<file path="config.mk">
export PLATFORM = sky130hd
export DESIGN_NAME = pulse_stretcher
export DESIGN_NICKNAME = d
export VERILOG_FILES = /design/src/rtl/pulse_stretcher.sv
export SDC_FILE = /design/constraint.sdc
export NUM_CORES = 1
export LEC_CHECK = 0
export CAP_MARGIN = 40
export CORE_ASPECT_RATIO = 0.9
export CORE_MARGIN = 1.5
export CORE_UTILIZATION = 25
export CTS_CLUSTER_DIAMETER = 60
export DETAILED_ROUTE_END_ITERATION = 8
export PLACE_DENSITY = 0.43
export SLEW_MARGIN = 20
export SYNTH_ARGS = -nofsm -noshare
export SYNTH_HDL_FRONTEND = slang
export SYNTH_SLANG_ARGS = --single-unit
</file>
<file path="constraint.sdc">
create_clock -name clk -period 7 [get_ports clk]
set_clock_uncertainty 0.05 [all_clocks]
set_input_delay 0.7 -clock clk [delete_from_list [all_inputs] [get_ports clk]]
set_output_delay 0.7 -clock clk [all_outputs]
set_load 0.03 [all_outputs]
</file>
<file path="src/rtl/pulse_stretcher.sv">
// Stretches 1-cycle strobes into a minimum on-time followed by a minimum off-time.
// Optional macro STRETCH_RETRIGGER_EN: a new edge during the on-time restarts it.
// Ports: clk, rstN (async, active low), value_in -> value_out, busy, dropped.
module pulse_stretcher #(
   parameter int CLK_FREQ = 50,
   parameter int ON_TIME  = 1,
   parameter int OFF_TIME = 1
) (
   input  logic clk,
   input  logic rstN,
   input  logic value_in,
   output logic value_out,
   output logic busy,
   output logic dropped
);

   localparam int ON_CYCLES  = ON_TIME * CLK_FREQ * 1000;
   localparam int OFF_CYCLES = OFF_TIME * CLK_FREQ * 1000;
   localparam int MAX_CYCLES = (ON_CYCLES > OFF_CYCLES) ?
                               ON_CYCLES : OFF_CYCLES;
   localparam int CW = $clog2(MAX_CYCLES) + 1;

   localparam logic [CW-1:0] ON_LAST  = CW'(ON_CYCLES - 1);
   localparam logic [CW-1:0] OFF_LAST = CW'(OFF_CYCLES - 1);

   localparam logic [1:0] IDLE = 2'd0;
   localparam logic [1:0] HOLD = 2'd1;
   localparam logic [1:0] GAP  = 2'd2;

   logic [1:0]    state, state_n;
   logic [CW-1:0] cnt, cnt_n, cnt_inc;
   logic          in_prev;
   logic          pending, pending_n;
   logic          vout_n, drop_n;
   logic          rise;

   assign rise    = value_in & ~in_prev;
   assign cnt_inc = cnt + CW'(1);

   always_comb begin
      state_n   = state;
      cnt_n     = cnt;
      pending_n = pending;
      vout_n    = 1'b0;
      drop_n    = 1'b0;
      unique case (state)
         IDLE: begin
            if (rise) begin
               state_n = HOLD;
               cnt_n   = '0;
               vout_n  = 1'b1;
            end
         end
         HOLD: begin
            vout_n = 1'b1;
            if (cnt < ON_LAST) cnt_n = cnt_inc;
`ifdef STRETCH_RETRIGGER_EN
            if (rise) cnt_n = '0;
`else
            if (rise) drop_n = 1'b1;
`endif
            // Input must have been low for a full sample so the
            // output covers the whole input high time plus one.
            if (cnt >= ON_LAST && !value_in && !in_prev) begin
               state_n = GAP;
               cnt_n   = '0;
               vout_n  = 1'b0;
            end
         end
         GAP: begin
            cnt_n = cnt_inc;
            if (cnt == OFF_LAST) begin
               cnt_n = '0;
               if (pending && rise) drop_n = 1'b1;
               if (pending || rise) begin
                  state_n   = HOLD;
                  pending_n = 1'b0;
                  vout_n    = 1'b1;
               end else begin
                  state_n = IDLE;
               end
            end else if (rise) begin
               // Only one request is queued; later ones are lost.
               if (pending) drop_n = 1'b1;
               else pending_n = 1'b1;
            end
         end
         default: begin
            state_n = IDLE;
            cnt_n   = '0;
         end
      endcase
   end

   always_ff @(posedge clk or negedge rstN) begin
      if (!rstN) begin
         state     <= IDLE;
         cnt       <= '0;
         in_prev   <= 1'b0;
         pending   <= 1'b0;
         value_out <= 1'b0;
         busy      <= 1'b0;
         dropped   <= 1'b0;
      end else begin
         state     <= state_n;
         cnt       <= cnt_n;
         in_prev   <= value_in;
         pending   <= pending_n;
         value_out <= vout_n;
         busy      <= (state_n != IDLE);
         dropped   <= drop_n;
      end
   end

endmodule

</file>
Word level (Yosys, flattened, before mapping)
Index checks and enable logic that the tools add are counted.
W data, S select, Z words.
{"block": "totals", "reg_bits": 24, "inputBits": 3, "out_inout_bits": 3, "wordCells": 52}
{"block": "op_classes", "addsub": 1, "magnitude_cmp": 2, "n_eq_ne": 6, "n_mux": 23, "bitwise": 2, "reduce_logical": 11}
{"op": "$mux W17", "n": 4}
{"op": "$pmux W17 S3", "n": 1}
{"op": "$add A17 B1 Y17 const B", "n": 1}
{"op": "$eq A17 B16 Y1 const B", "n": 1}
{"op": "$ge A17 B16 Y1 const B", "n": 1}
{"op": "$lt A17 B16 Y1 const B", "n": 1}
{"op": "$mux W1", "n": 12}
{"op": "$mux W2", "n": 3}
{"op": "$pmux W2 S3", "n": 1}
{"op": "$reduce_bool A2 Y1", "n": 2}
{"op": "$logic_and A1 B1 Y1", "n": 3}
{"op": "$ne A3 B3 Y1 const B", "n": 1}
{"op": "$pmux W1 S3", "n": 1}
{"op": "$reduce_and A3 Y1", "n": 1}
{"op": "$eq A2 B1 Y1 const B", "n": 1}
{"op": "$eq A2 B2 Y1 const B", "n": 1}
{"op": "$logic_not A1 Y1", "n": 2}
{"op": "$logic_not A2 Y1", "n": 1}
{"op": "$ne A2 B1 Y1 const B", "n": 1}
{"op": "$ne A2 B2 Y1 const B", "n": 1}
{"op": "$pmux W1 S2", "n": 1}
{"op": "$reduce_and A2 Y1", "n": 1}
{"op": "$and A1 B1 Y1", "n": 1}
{"op": "$logic_or A1 B1 Y1", "n": 1}
{"op": "$not A1 Y1", "n": 1}

Logic depth before layout (Yosys ltp)
Gate-level depths: netlist of run 1.
{"block": "depth", "word_depth": 7, "ltp_mapped": 9, "mapped_depth_nobuf": 8}

Worst setup path after synthesis of run 1
Ideal clock, no wire load.
{"block": "synth_path", "path_kind": "register to register", "startpoint": "reg cnt[7]", "endpoint": "reg cnt[14]", "setup_time_ps": 126, "t_arrival_ps": 2251, "required_time_ps": 6824, "path_slack_ps": 4573, "path_stages_with_launch": 9, "n_path_buf": 2, "period_less_slack_ps": 2427, "path_cell_list": "dfrtp_1 > or3_1 > or4_4 > o21ai_2 > o311a_1 > buf_6 > nor3_4 > buf_6 > a221o_1"}
{"block": "synth_between", "elab_chain_cells": 5, "elab_cells_between_ends": 12, "classes_between": "1 x add/sub; 2 x order compare; 2 x eq/ne; 4 x mux; 3 x reduce/logical"}
{"element": "start, declared", "line_no": "31", "source": "logic [CW-1:0] cnt, cnt_n, cnt_inc;"}
{"element": "start signal, assigned", "line_no": "106", "source": "cnt <= cnt_n;"}
{"element": "$ge A17 B16 Y1", "line_no": "64", "source": "if (cnt >= ON_LAST && !value_in && !in_prev) begin"}
{"element": "$logic_and A1 B1 Y1 (2 in series)", "line_no": "64"}
{"element": "$mux W17 or $ne A3 B3 Y1 (tied branches)"}
{"element": "$pmux W17 S3 or $reduce_and A2 Y1 (tied branches)"}
Parallel ways exist; a longest one is shown, timed or not. The select of a mux whose other input is x is not followed.
A chain may end at the register's enable or synchronous reset.

Worst setup path in the final report of run 1
{"block": "layout_path", "startpoint": "reg cnt[7]", "endpoint": "reg cnt[13]"}
Same word-level chain as after synthesis.

==> flow_metrics.py, run 1 <==
metrics = {
    "synth": {
        "synth_largest_area_cell": "dfrtp_1",
        "ys_ff_latch": 24,
        "netlist_top_cells_area": "dfrtp_1 (41%), a221o_1 (5.4%), nand2_1 (5.1%)",
        "synth_edf_count": 0,
        "synth_area_um2": 1480,
        "yosysWarnings": 0,
        "netlist.area_leader.share_pct": 40.6,
        "synthFlopType": "dfrtp_1",
        "synth_xor_xnor_area_share_pct": 0,
        "syn_nets": 175,
        "synth_compound_area_share_pct": 22.1,
        "synthArstFlopShare_pct": 100,
        "synthSimpleGateAreaFrac_pct": 27.5,
        "synth.avg_cell_area_um2": 8.86,
        "synthMuxAreaShare_pct": 0.761,
        "synthCells": 167,
        "yosys-top-cells-count": "dfrtp_1 (24), nand2_1 (20), nor2_1 (20), nor3_1 (15), a221o_1 (8)",
        "yosysMostFrequentCell": "dfrtp_1",
        "seq_area_frac_synth_pct": 40.6,
        "synthAdderAreaFrac_pct": 4.23,
        "synth_cell_types": 37,
        "synth_top_family_by_area": "simple AND/OR/NAND/NOR gates",
    },
    "place": {
        "place_hpwl_mm": 2.47,
        "gp_congestion": 0.866,
        "dp_cells": 237,
        "io_buffers": 5,
    },
    "layout": {
        "final_util_pct": 28.5,
        "drive_gt1_share_pct": 5.29,
        "instances_no_fill": 240,
        "diodes": 0,
        "nets": 180,
        "syn_to_final_growth_pct": 9.55,
    },
    "timing": {
        "rsz0062_at_grt": "no",
        "hold_violations": 0,
        "final.period_utilization_pct": 43.6,
        "max_clock_freq_mhz": 328,
        "relSlewSlack_pct": 48.7,
        "maxSlewViolCount": 0,
        "tightestPinTransition_ns": 0.769,
        "finalWorstPathRequiredPeriod_ns": 3.05,
        "fin_setup_tns_ns": 0,
        "setup_violations": 0,
    },
    "setup_path": {
        "cp.required_ns": 7.11,
        "path_cells": "or3_1, or4_4, o21ai_2, o311a_1, nor3_4, a221o_1",
        "crit_family": "compound AO/OA/AOI/OAI gates",
        "end_kind": "flop",
        "path_class": "reg2reg",
        "cp_data_arrival_time_ns": 3.16,
        "rr_worst_depth": 6,
        "path_depth": 6,
        "critPathMaxFanout": 17,
        "worst-path-buf-inv": 0,
        "start_kind": "flop",
        "cpMaxStageDelayCell": "o311a_1",
        "slowest_delay_ns": 0.70,
    },
    "clock_network": {
        "cts_buffer_depth": 2,
        "hold_buffers": 0,
        "postCtsSetupBuffers": 0,
        "cts_buffers": 3,
        "clockRootBuffer": "clkbuf_8",
        "insertion_delay_ns": 0.27,
        "cts_max_level": 1,
        "cts.sinks": 24,
        "path_clk_slew_ns": 0.09,
        "cts_tree": "done",
        "ctsResizeCount": 0,
    },
    "run": {
        "max-cap-violations": 0,
    },
    "drt": {
        "drt_wl_total_mm": 3.64,
        "drt-initial-drc-count": 104,
        "first_pass_iters": 4,
        "route.met2.wl_mm": 1.60,
        "met3WireLength_um": 140,
        "ant_nets": 0,
        "drcViolationCount": 0,
        "vias": 1321,
        "top_layer_used": "met4",
        "wire_per_inst_um": 15.2,
        "met1Wirelength_mm": 1.87,
        "routed_via_density": 5.50,
    },
    "global_routing": {
        "grt_usage_pct": 11.7,
        "global_route.overflow_total": 0,
        "grt_max_degree": 25,
        "grt_pass1_wl_mm": 6.04,
        "antenna_found_initial": 0,
        "grt_pass1_vias": 1242,
    },
    "status": {
        "outcome": "finished clean",
    },
    "die": {
        "coreArea_um2": 5690,
        "dieHeight_um": 76.0,
        "die_area_um2": 6390,
        "die_x_um": 84.1,
        "row_count": 26,
        "ios": 6,
        "initial_utilization_pct": 26.0,
    },
    "power_and_ir_drop": {
        "leakage_nw": 0.666,
        "power_density_nw_per_um2": 142,
        "ir_drop_v": 0.0000652,
    },
    "hold_path": {
        "whs_path_depth": 2,
        "hold_class": "reg2reg",
    },
}
[per-stage QoR]
stage	setup slack (ns)	instance area [µm²]	power, mW	hold slack [ns]
floorplan	4.57	1480	0.144	0.354
global placement	3.97	1580	0.149	0.484
detailed placement	3.87	1580	0.149	0.485
CTS	3.97	1620	0.234	0.506
global route	3.83	1620	0.243	0.544
finish	3.95	1620	0.231	0.502
[sequential cells by signal (all words and copies together), names as in the netlist]
register,flops
state,2
in_prev,1
cnt,17
pending,1
value_out,1
dropped,1
busy,1
[worst reg2reg max path, stage by stage, from the launching register on]
cell and delay [ns]:
dfrtp_1 0.46, or3_1 0.41, or4_4 0.53, o21ai_2 0.19
o311a_1 0.70, nor3_4 0.23, a221o_1 0.36
[path summary, 6_finish.rpt]
| path | startpoint | end | slack (ns) |
|---|---|---|---|
| worst max-delay path | cnt[7] | cnt[13] | 3.95 |
| worst min-delay path | cnt[1] | cnt[1] | 0.50 |
| worst max register to register | cnt[7] | cnt[13] | 3.95 |
| worst min register to register | cnt[1] | cnt[1] | 0.50 |
| max in group asynchronous | rstN | value_out | 5.91 |
| min in group asynchronous | rstN | cnt[0] | 0.74 |
[routing by layer]
| layer | up-vias | GRT usage (%) |
|---|---|---|
| met1 | 655 | 16.3 |
| met3 | 4 | 3.14 |
| met4 | 0 | 2.46 |
| met5 | - | 0 |
| li1 | 633 | - |
| met2 | 29 | 18.1 |
[layout by cell type (no fill, tap or decap), types with 7 or more instances in the layout]
| cell type | count |
|---|---|
| a21oi_1 | 7 |
| nand2_1 | 20 |
| a221o_1 | 8 |
| nor3_1 | 15 |
| a22o_1 | 7 |
| dfrtp_1 | 24 |
| nor2_1 | 20 |
| o31ai_1 | 7 |
[final cells by class]
| class | count | area (µm²) |
|---|---|---|
| Inverter | 7 | 26.3 |
| Clock buffer | 3 | 41.3 |
| Multi-Input combinational cell | 130 | 808 |
| Sequential cell | 24 | 601 |
| Tap cell | 70 | 87.6 |
| Fill cell | 590 | 4070 |
| Timing Repair Buffer | 6 | 57.6 |
[logic make-up (layout without fill, tap and decap cells)]
family / after synthesis / count (layout)
mux: 1 / 1
simple gates: 81 / 81
flops: 24 / 24
fa+ha+maj: 5 / 5
compound gates: 43 / 43
buf+inv: 13 / 16
[where the power goes]
group	leakage [nW]	switching [mW]	internal, mW
clock	0.0216	0.0460	0.0386
combinational	0.385	0.00451	0.00232
sequential	0.259	0.000369	0.139
total	0.666	0.0509	0.180
(Power assumes the default switching activity.)
==> inputs of run 2 (changes only) <==
Settings changed: PLACE_DENSITY 0.43 to 0.44.
Clock period 7 ns to 2.8 ns, I/O delays scaled along.
==> run 2 against run 1 <==
Against the previous run: routed wire length grew 5.9%; sequential power rose to 2.5 times the previous value; die area unchanged; sequential share of layout area shrank 2.3 points; clock power rose to 3.8 times the previous value; first-iteration DRC count is 2.9% higher; via count shrank 0.30%; register-to-register slack worse by 3.7 ns; clock-buffer cell count stayed put.
==> flow_metrics.py, run 2 (synthesis results as in run 1) <==
metrics = {
    "setup_path": {
        "r2r_slack_ns": 0.25,
        "rr_worst_depth": 6,
        "timing.rr.end": "busy",
        "cpMaxStageDelayCell": "a2111oi_0",
        "end_kind": "flop",
        "regToRegStartpoint": "cnt[4]",
        "cp_data_arrival_time_ns": 2.65,
        "worst-path-buf-inv": 0,
        "path_class": "reg2reg",
        "cp.required_ns": 2.90,
        "critPathMaxFanout": 6,
        "start_kind": "flop",
        "slowest_delay_ns": 0.61,
        "crit_family": "simple AND/OR/NAND/NOR gates",
        "path_cells": "or3_1, or4_4, nor2_1, o21ai_0, a2111oi_0, o2bb2ai_1",
    },
    "layout": {
        "final_common_cell": "dfrtp_1",
        "nets": 190,
        "seq_area_um2": 601,
        "drive_gt1_share_pct": 11.0,
        "multiInputGateArea_um2": 808,
        "layout_common_cells": "dfrtp_1 (24), nand2_1 (20), nor2_1 (20)",
        "reg_top3": "cnt x17, state x2",
        "largest_register_ffs": 17,
        "regMostFlops": "cnt",
        "diodes": 0,
        "nFillCells": 584,
        "instances_no_fill": 251,
        "syn_to_final_growth_pct": 16.7,
    },
    "clock_network": {
        "hold_buffers": 0,
        "cts_max_level": 1,
        "cts_buffer_depth": 2,
        "cts.sinks": 24,
        "path_clk_slew_ns": 0.10,
        "cts_buffers": 3,
        "ctsResizeCount": 0,
        "postCtsSetupBuffers": 0,
        "insertion_delay_ns": 0.28,
        "clockRootBuffer": "clkbuf_8",
        "cts_tree": "done",
    },
    "die": {
        "row_count": 26,
        "dieHeight_um": 76.0,
        "die_area_um2": 6390,
        "initial_utilization_pct": 26.0,
        "coreArea_um2": 5690,
        "die_x_um": 84.1,
        "ios": 6,
    },
    "timing": {
        "finalWorstPathRequiredPeriod_ns": 2.55,
        "relSlewSlack_pct": 50.9,
        "fin_setup_tns_ns": 0,
        "rsz0062_at_grt": "no",
        "setup_slack_ns": 0.246,
        "final.period_utilization_pct": 91.2,
        "tightestPinTransition_ns": 0.730,
        "maxSlewViolCount": 0,
        "max_clock_freq_mhz": 391,
        "fin_hold_ws_ns": 0.316,
        "setup_violations": 0,
        "hold_violations": 0,
    },
    "power_and_ir_drop": {
        "ir_drop_v": 0.000158,
        "power_density_nw_per_um2": 397,
        "leakage_nw": 0.730,
        "swShare_pct": 20.4,
        "intPower_uw": 545,
        "p_sw_uw": 140,
        "pwr-share-clk_pct": 46.5,
        "pwr-share-seq_pct": 50.9,
        "p_comb_share_pct": 2.6,
        "total_power_uw": 685,
    },
    "place": {
        "dp_cells": 247,
        "gp_congestion": 0.807,
        "io_buffers": 5,
        "place_hpwl_mm": 2.71,
        "dp_slack_ns": 0.274,
    },
    "drt": {
        "drt_wl_total_mm": 3.86,
        "ant_nets": 0,
        "drt-initial-drc-count": 107,
        "drcViolationCount": 0,
        "vias": 1317,
        "wire_per_inst_um": 15.4,
        "first_pass_iters": 4,
        "routed_via_density": 5.25,
    },
    "global_routing": {
        "grt_max_degree": 25,
        "grt_usage_pct": 12.7,
        "grt_pass1_vias": 1342,
        "grt_pass1_wl_mm": 6.56,
        "global_route.overflow_total": 0,
        "antenna_found_initial": 0,
    },
    "run": {
        "max-cap-violations": 0,
    },
    "hold_path": {
        "hold_class": "in2async",
    },
    "status": {
        "outcome": "finished clean",
    },
}
## run 2: cell types whose count changed in the layout (fill, tap and decap cells not counted)
cell,before,now
buf_4,1,11
bufinv_16,0,1
## run 2: per-stage QoR
stage	util [%]	area, µm²
after CTS	30.3	1730
after global placement	29.1	1660
after detailed placement	29.1	1660
after floorplan	-	1480
final	30.3	1730
after global routing	30.3	1730
## run 2: layout make-up
cell class	instances	share of cell area (%)
clock buffer	3	2.39
clock inverter	1	1.74
inverter	7	1.52
multi-input combinational	130	46.8
sequential	24	34.8
tap	70	5.07
timing repair buffer	16	7.68
## run 2: worst max path at each step
stage	from	end	slack [ns]	cells past startpoint
final	cnt[4]	busy	0.25	6
after global routing	cnt[4]	busy	0.006	6
after CTS	cnt[4]	cnt[12]	0.26	7
after detailed placement	cnt[4]	cnt[12]	0.27	7
after global placement	cnt[4]	cnt[8]	0.31	7
after floorplan	cnt[7]	cnt[14]	0.37	8
## run 2: power by group through the flow
stage / logic (mW) / registers [mW] / clock network, mW
after floorplan: 0.00224 / 0.357 / 0
after global placement: 0.0182 / 0.356 / 0
after detailed placement: 0.0184 / 0.356 / 0
after CTS: 0.0185 / 0.349 / 0.328
after global routing: 0.0200 / 0.349 / 0.340
final: 0.0175 / 0.349 / 0.319
## run 2: layer usage
| layer | vias to the layer above | share of wire (%) | track usage, % |
|---|---|---|---|
| li1 | 658 | - | - |
| met1 | 637 | 52 | 17.8 |
| met2 | 20 | 45 | 20.4 |
| met3 | 2 | 2.9 | 2.71 |
| met4 | 0 | 0.26 | 1.97 |
| met5 | - | 0 | 0 |
